## config.mk

```make
export PLATFORM = sky130hd
export DESIGN_NAME = seq_right_shifter
export DESIGN_NICKNAME = d
export VERILOG_FILES = /design/src/rtl/shift_pkg.sv /design/src/rtl/right_shift_stage.sv /design/src/rtl/seq_right_shifter.sv
export SDC_FILE = /design/constraint.sdc
export NUM_CORES = 1
export LEC_CHECK = 0
export CORE_ASPECT_RATIO = 0.5
export CORE_MARGIN = 3
export CORE_UTILIZATION = 27
export CTS_BUF_LIST = sky130_fd_sc_hd__clkbuf_4 sky130_fd_sc_hd__clkbuf_8
export DETAILED_ROUTE_END_ITERATION = 7
export MAX_ROUTING_LAYER = met4
export PLACE_DENSITY = 0.54
export SYNTH_ARGS = -nofsm -noshare
export SYNTH_HDL_FRONTEND = slang
export SYNTH_SLANG_ARGS = --single-unit
```

## constraint.sdc

```tcl
create_clock -name clock -period 2.6 [get_ports clock]
set_input_delay 0.52 -clock clock [delete_from_list [all_inputs] [get_ports clock]]
set_output_delay 0.52 -clock clock [all_outputs]
set_load 0.03 [all_outputs]
```

## src/rtl/shift_pkg.sv

```systemverilog
// -----------------------------------------------------------------------------
// shift_pkg
// Shared definitions for the sequential right shifter: default geometry,
// FSM state encoding and the fill-select codes used by the shift stages.
// No ports (package).
// -----------------------------------------------------------------------------
package shift_pkg;

  localparam int DEFAULT_WIDTH   = 32;
  localparam int DEFAULT_SHAMT_W = 5;

  // Two-bit state register; code 2'b10 and 2'b11 are unused and recover to idle.
  localparam logic [1:0] ST_IDLE  = 2'b00;
  localparam logic [1:0] ST_SHIFT = 2'b01;

  // Fill-select codes for the vacated high-order bits of a stage.
  localparam logic FILL_ZERO = 1'b0;
  localparam logic FILL_SIGN = 1'b1;

endpackage

```

## src/rtl/right_shift_stage.sv

```systemverilog
// -----------------------------------------------------------------------------
// right_shift_stage
// One combinational barrel stage: shifts the input right by a fixed DIST bits
// and fills the vacated top bits with zero or with the input's MSB.
// Ports:
//   i_data      in  WIDTH  value to shift
//   i_fill_sel  in  1      FILL_ZERO or FILL_SIGN
//   o_data      out WIDTH  shifted value
// DIST must be smaller than WIDTH.
// -----------------------------------------------------------------------------
module right_shift_stage
  import shift_pkg::*;
#(
  parameter int WIDTH = DEFAULT_WIDTH,
  parameter int DIST  = 1
) (
  input  logic [WIDTH-1:0] i_data,
  input  logic             i_fill_sel,
  output logic [WIDTH-1:0] o_data
);

  logic w_fill;

  assign w_fill = (i_fill_sel == FILL_SIGN) ? i_data[WIDTH-1] : 1'b0;
  assign o_data = {{DIST{w_fill}}, i_data[WIDTH-1:DIST]};

endmodule

```

## src/rtl/seq_right_shifter.sv

```systemverilog
// -----------------------------------------------------------------------------
// seq_right_shifter
// Multi-cycle logical/arithmetic right shifter. One barrel stage is resolved
// per clock, largest distance first, so every operation takes exactly SHAMT_W
// cycles regardless of the shift amount.
// Ports:
//   clock           in  1        rising-edge clock
//   reset_n         in  1        asynchronous active-low reset
//   ctrl_start      in  1        start request, honoured only when idle
//   ctrl_arith      in  1        1 = sign fill, 0 = zero fill (captured at start)
//   ctrl_flush      in  1        abandon the in-flight operation
//   data_operand    in  WIDTH    value to shift (captured at start)
//   shamt           in  SHAMT_W  shift amount (captured at start)
//   data_result     out WIDTH    last completed result, held between completions
//   data_resultRDY  out 1        one-cycle pulse when data_result updates
//   busy            out 1        operation in flight
// -----------------------------------------------------------------------------
module seq_right_shifter
  import shift_pkg::*;
#(
  parameter int WIDTH   = DEFAULT_WIDTH,
  parameter int SHAMT_W = DEFAULT_SHAMT_W
) (
  input  logic               clock,
  input  logic               reset_n,
  input  logic               ctrl_start,
  input  logic               ctrl_arith,
  input  logic               ctrl_flush,
  input  logic [WIDTH-1:0]   data_operand,
  input  logic [SHAMT_W-1:0] shamt,
  output logic [WIDTH-1:0]   data_result,
  output logic               data_resultRDY,
  output logic               busy
);

  localparam int             K_W    = (SHAMT_W > 1) ? $clog2(SHAMT_W) : 1;
  localparam logic [K_W-1:0] K_LAST = K_W'(SHAMT_W - 1);

  logic [1:0]         r_state;
  logic [WIDTH-1:0]   r_acc;
  logic [SHAMT_W-1:0] r_sh;
  logic               r_ar;
  logic [K_W-1:0]     r_k;
  logic [WIDTH-1:0]   r_result;
  logic               r_rdy;
  logic               r_busy;

  logic             w_fill_sel;
  logic [WIDTH-1:0] w_stage [SHAMT_W];
  logic [WIDTH-1:0] w_stage_sel;
  logic [WIDTH-1:0] w_acc_next;
  logic             w_last;

  assign w_fill_sel = r_ar ? FILL_SIGN : FILL_ZERO;

  // Every stage sees the accumulator; only the one selected by r_k is used.
  // The fill bit is taken from the current accumulator MSB, which still
  // equals the original sign because earlier stages filled with it.
  genvar gi;
  generate
    for (gi = 0; gi < SHAMT_W; gi++) begin : g_stage
      right_shift_stage #(
        .WIDTH (WIDTH),
        .DIST  (1 << gi)
      ) u_stage (
        .i_data     (r_acc),
        .i_fill_sel (w_fill_sel),
        .o_data     (w_stage[gi])
      );
    end
  endgenerate

  always_comb begin
    w_stage_sel = r_acc;
    for (int i = 0; i < SHAMT_W; i++) begin
      if (r_k == K_W'(i)) begin
        w_stage_sel = w_stage[i];
      end
    end
  end

  assign w_acc_next = r_sh[r_k] ? w_stage_sel : r_acc;
  assign w_last     = (r_k == '0);

  always_ff @(posedge clock or negedge reset_n) begin
    if (!reset_n) begin
      r_state  <= ST_IDLE;
      r_acc    <= '0;
      r_sh     <= '0;
      r_ar     <= 1'b0;
      r_k      <= '0;
      r_result <= '0;
      r_rdy    <= 1'b0;
      r_busy   <= 1'b0;
    end else begin
      r_rdy <= 1'b0;
      case (r_state)
        ST_IDLE: begin
          // Flush outranks start, so a simultaneous request is dropped.
          if (ctrl_start && !ctrl_flush) begin
            r_acc   <= data_operand;
            r_sh    <= shamt;
            r_ar    <= ctrl_arith;
            r_k     <= K_LAST;
            r_busy  <= 1'b1;
            r_state <= ST_SHIFT;
          end
        end
        ST_SHIFT: begin
          if (ctrl_flush) begin
            r_busy  <= 1'b0;
            r_state <= ST_IDLE;
          end else begin
            r_acc <= w_acc_next;
            if (w_last) begin
              // Publish the stage-0 output directly rather than the old acc.
              r_result <= w_acc_next;
              r_rdy    <= 1'b1;
              r_busy   <= 1'b0;
              r_state  <= ST_IDLE;
            end else begin
              r_k <= r_k - K_W'(1);
            end
          end
        end
        default: begin
          r_busy  <= 1'b0;
          r_state <= ST_IDLE;
        end
      endcase
    end
  end

  assign data_result    = r_result;
  assign data_resultRDY = r_rdy;
  assign busy           = r_busy;

endmodule

```

==> flow_metrics.env, run 1 <==
export IMPL_finalCritPeriodShare_pct=96.7
export IMPL_die_area_um2=23300
export IMPL_cts_buffer_depth=2
export IMPL_diodes=0
export IMPL_dr_pass1_iters=7
export IMPL_crit_end="r_acc[13]"
export IMPL_layout_nets=775
export IMPL_cp_num_buf_inv=2
export IMPL_crit_family="compound AO/OA/AOI/OAI gates"
export IMPL_antenna_found_initial=0
export IMPL_cts_tree="done"
export IMPL_crit_required_ns=2.82
export IMPL_first_global_vias=5304
export IMPL_syn_to_final_growth_pct=20.1
export IMPL_drt_initial_drc_count=577
export IMPL_crit_path_max_fanout=32
export IMPL_clkLatencyLatePin_ns=0.36
export IMPL_h_tree_depth=3
export IMPL_drt_total_wl_um=20000
export IMPL_fill_cells=2162
export IMPL_synth_cell_types=53
export IMPL_grtUsageTotal_pct=17.8
export IMPL_startpoint="r_k[0]"
export IMPL_vdd_drop_max_uv=488
export IMPL_tns_ns=0
export IMPL_cp_arrival_ns=2.73
export IMPL_p_leak_nw=2.57
export IMPL_syn_avg_cell_area_um2=8.32
export IMPL_dp_hpwl_um=13900
export IMPL_pin_count=76
export IMPL_drcViolationCount=0
export IMPL_die_h_um=109
export IMPL_finalCriticalPeriod_ns=2.52
export IMPL_viasPerCell=5.57
export IMPL_final_cell_mix="nand2_1 (99), dfrtp_1 (74), clkdlybuf4s50_1 (74), a211oi_1 (43), nor2_1 (41)"
export IMPL_path_depth=7
export IMPL_finalHoldViolations=0
export IMPL_post_synth_top_area_cell="dfrtp_1"
export IMPL_root_buffer="clkbuf_8"
export IMPL_run_status="completed"
export IMPL_fin_util_pct=33.4
export IMPL_endpoint_kind="flop"
export IMPL_core_rowCount=37
export IMPL_skew_ns=0.0151
export IMPL_ys_seq_area_share_pct=32.5
export IMPL_netlist_area_um2=5780
export IMPL_tightest_slew_ns=0.620
export IMPL_grt_max_degree=73
export IMPL_ys_ff_latch=75
export IMPL_hold_class="in -> async"
export IMPL_critPathLaunchType="flop"
export IMPL_timing_fmax_ghz=0.398
export IMPL_synth_edff_count=0
export IMPL_slew_viol_final=0
export IMPL_synthesis_nets=741
export IMPL_numPortBuffers=75
export IMPL_gp_congestion=0.858
export IMPL_synth_area_leaders="dfrtp_1 (32%), nand2_1 (6.4%), a211oi_1 (5.6%)"
export IMPL_clock_sinks=75
export IMPL_cp_cell_sequence="inv_1, ha_1, buf_4, o211ai_1, a221o_1, nor4b_1, a211oi_1"
export IMPL_cp_slowest_stage_delay_ns=0.46
export IMPL_rr_endpoint="r_acc[13]"
export IMPL_start_util_pct=27.8
export IMPL_path_clk_slew_ns=0.09
export IMPL_synthArstFlopShare_pct=100
export IMPL_rr_startpoint="r_k[0]"
export IMPL_overflow=0
export IMPL_max_cap_violations=0
export IMPL_r2r_cells=7
export IMPL_total_power_mw=9.18
export IMPL_p_per_area_nw_per_um2=1320
export IMPL_ys_flop_type="dfrtp_1"
export IMPL_grt_pass1_wl_um=31500
export IMPL_syn_instance_count=694
export IMPL_criticalPathCategory="reg -> reg"
export IMPL_netlist_area_leader_share_pct=32.5
export IMPL_core_um2=20800
export IMPL_die_w_um=213
export IMPL_routed_via_count=5605
export IMPL_antenna_left=0
export IMPL_cts_buffers_inserted=9
export IMPL_rsz0062_at_grt="true"
export IMPL_final_common_cell="nand2_1"
export IMPL_finalSetupViolCount=0
export IMPL_ff2ff_setup_slack_ns=0.08
export IMPL_drt_wirelength_per_cell_um=19.9
export IMPL_slowest_stage="dfrtp_1"
export IMPL_yosysWarnings=0
export IMPL_max_slew_margin_rel_pct=58.7
export IMPL_drive_gt1_share_pct=10.4
## per-layer routing
metal / vias up / track usage (%) / share of wire, %
met5: - / - / 0
met2: 174 / 27.4 / 46
met3: 21 / 2.94 / 5.7
met1: 2771 / 24.8 / 47
met4: 0 / 3.84 / 1.2
li1: 2639 / - / -
## synth_stat cells, types with 11 or more instances
master,n
nand3b_1,34
inv_1,12
nand2_1,99
o31ai_1,17
dfrtp_1,75
nand2b_1,28
a221o_1,23
a211oi_1,43
buf_2,23
clkbuf_1,44
nor3b_2,13
o211ai_1,17
a21oi_1,38
mux2i_1,11
nor2_1,41
o21ai_0,28
nor4b_1,14
o22ai_1,21
## cell families (layout without fill, tap and decap cells)
| kind of cell | Yosys count | count (layout) | synth area share (%) |
|---|---|---|---|
| flops | 75 | 75 | 32.5 |
| compound gates | 240 | 240 | 29.6 |
| mux | 11 | 11 | 1.91 |
| fa+ha+maj | 5 | 5 | 1.08 |
| buf+inv | 93 | 132 | 8.04 |
| simple gates | 270 | 270 | 26.9 |
## worst min path at each step
stage | end | slack, ns | from
5_1_grt | r_acc[17] | 0.19 | reset_n
2_1_floorplan | busy | 0.22 | reset_n
3_3_place_gp | r_sh[0] | 0.47 | r_sh[0]
4_1_cts | data_result[21] | 0.17 | reset_n
3_5_place_dp | data_result[11] | 0.47 | data_result[11]
6_report | data_result[21] | 0.16 | reset_n
## stage by stage
stage,worst slack [ns],hold slack [ns],std cells,area [um^2]
after detailed placement,-0.0779,0.471,989,6700
final,0.0848,0.164,1006,6940
after CTS,0.0143,0.166,1005,6910
after global routing,-0.0687,0.194,1006,6940
after global placement,-0.0336,0.467,989,6700
after floorplan,0.488,0.224,694,5780
## where the power goes
group,internal (mW),switching [mW]
logic,2.26,3.28
registers,1.68,0.978
clock network,0.500,0.484
## flip-flops by register name (all words and copies together), names as in the netlist
register and cells:
data_resultRDY 1, r_acc 32, busy 1, data_result 32, r_ar 1, r_sh 5, r_k 3
## area by class of cell
| cell class | instances | area (um^2) | area share (%) |
|---|---|---|---|
| Clock buffer | 11 | 151 | 2.18 |
| Sequential cell | 75 | 1880 | 27.1 |
| Timing Repair Buffer | 104 | 1010 | 14.5 |
| Clock inverter | 5 | 57.6 | 0.830 |
| Inverter | 12 | 45.0 | 0.649 |
| Multi-Input combinational cell | 526 | 3460 | 49.8 |
| Tap cell | 273 | 342 | 4.92 |
## timing repair
action                     in CTS  in global routing
resized for setup               1                  5
buffers inserted                0                  1
pin swaps                       0                  1
hold buffers                    0                  0
setup endpoints to repair       1                 19
Note: power is estimated with default switching activity, not from simulation.
==> run 2: changes to the inputs <==
--- a/config.mk
+++ b/config.mk
@@ -10,6 +10,7 @@
 export CORE_UTILIZATION = 27
 export CTS_BUF_LIST = sky130_fd_sc_hd__clkbuf_4 sky130_fd_sc_hd__clkbuf_8
 export DETAILED_ROUTE_END_ITERATION = 7
+export HOLD_SLACK_MARGIN = 0.06
 export MAX_ROUTING_LAYER = met4
 export PLACE_DENSITY = 0.54
 export SYNTH_ARGS = -nofsm -noshare
==> results of run 2 <==
Same layout as run 1: the final DEF is identical, and so are final timing and power.
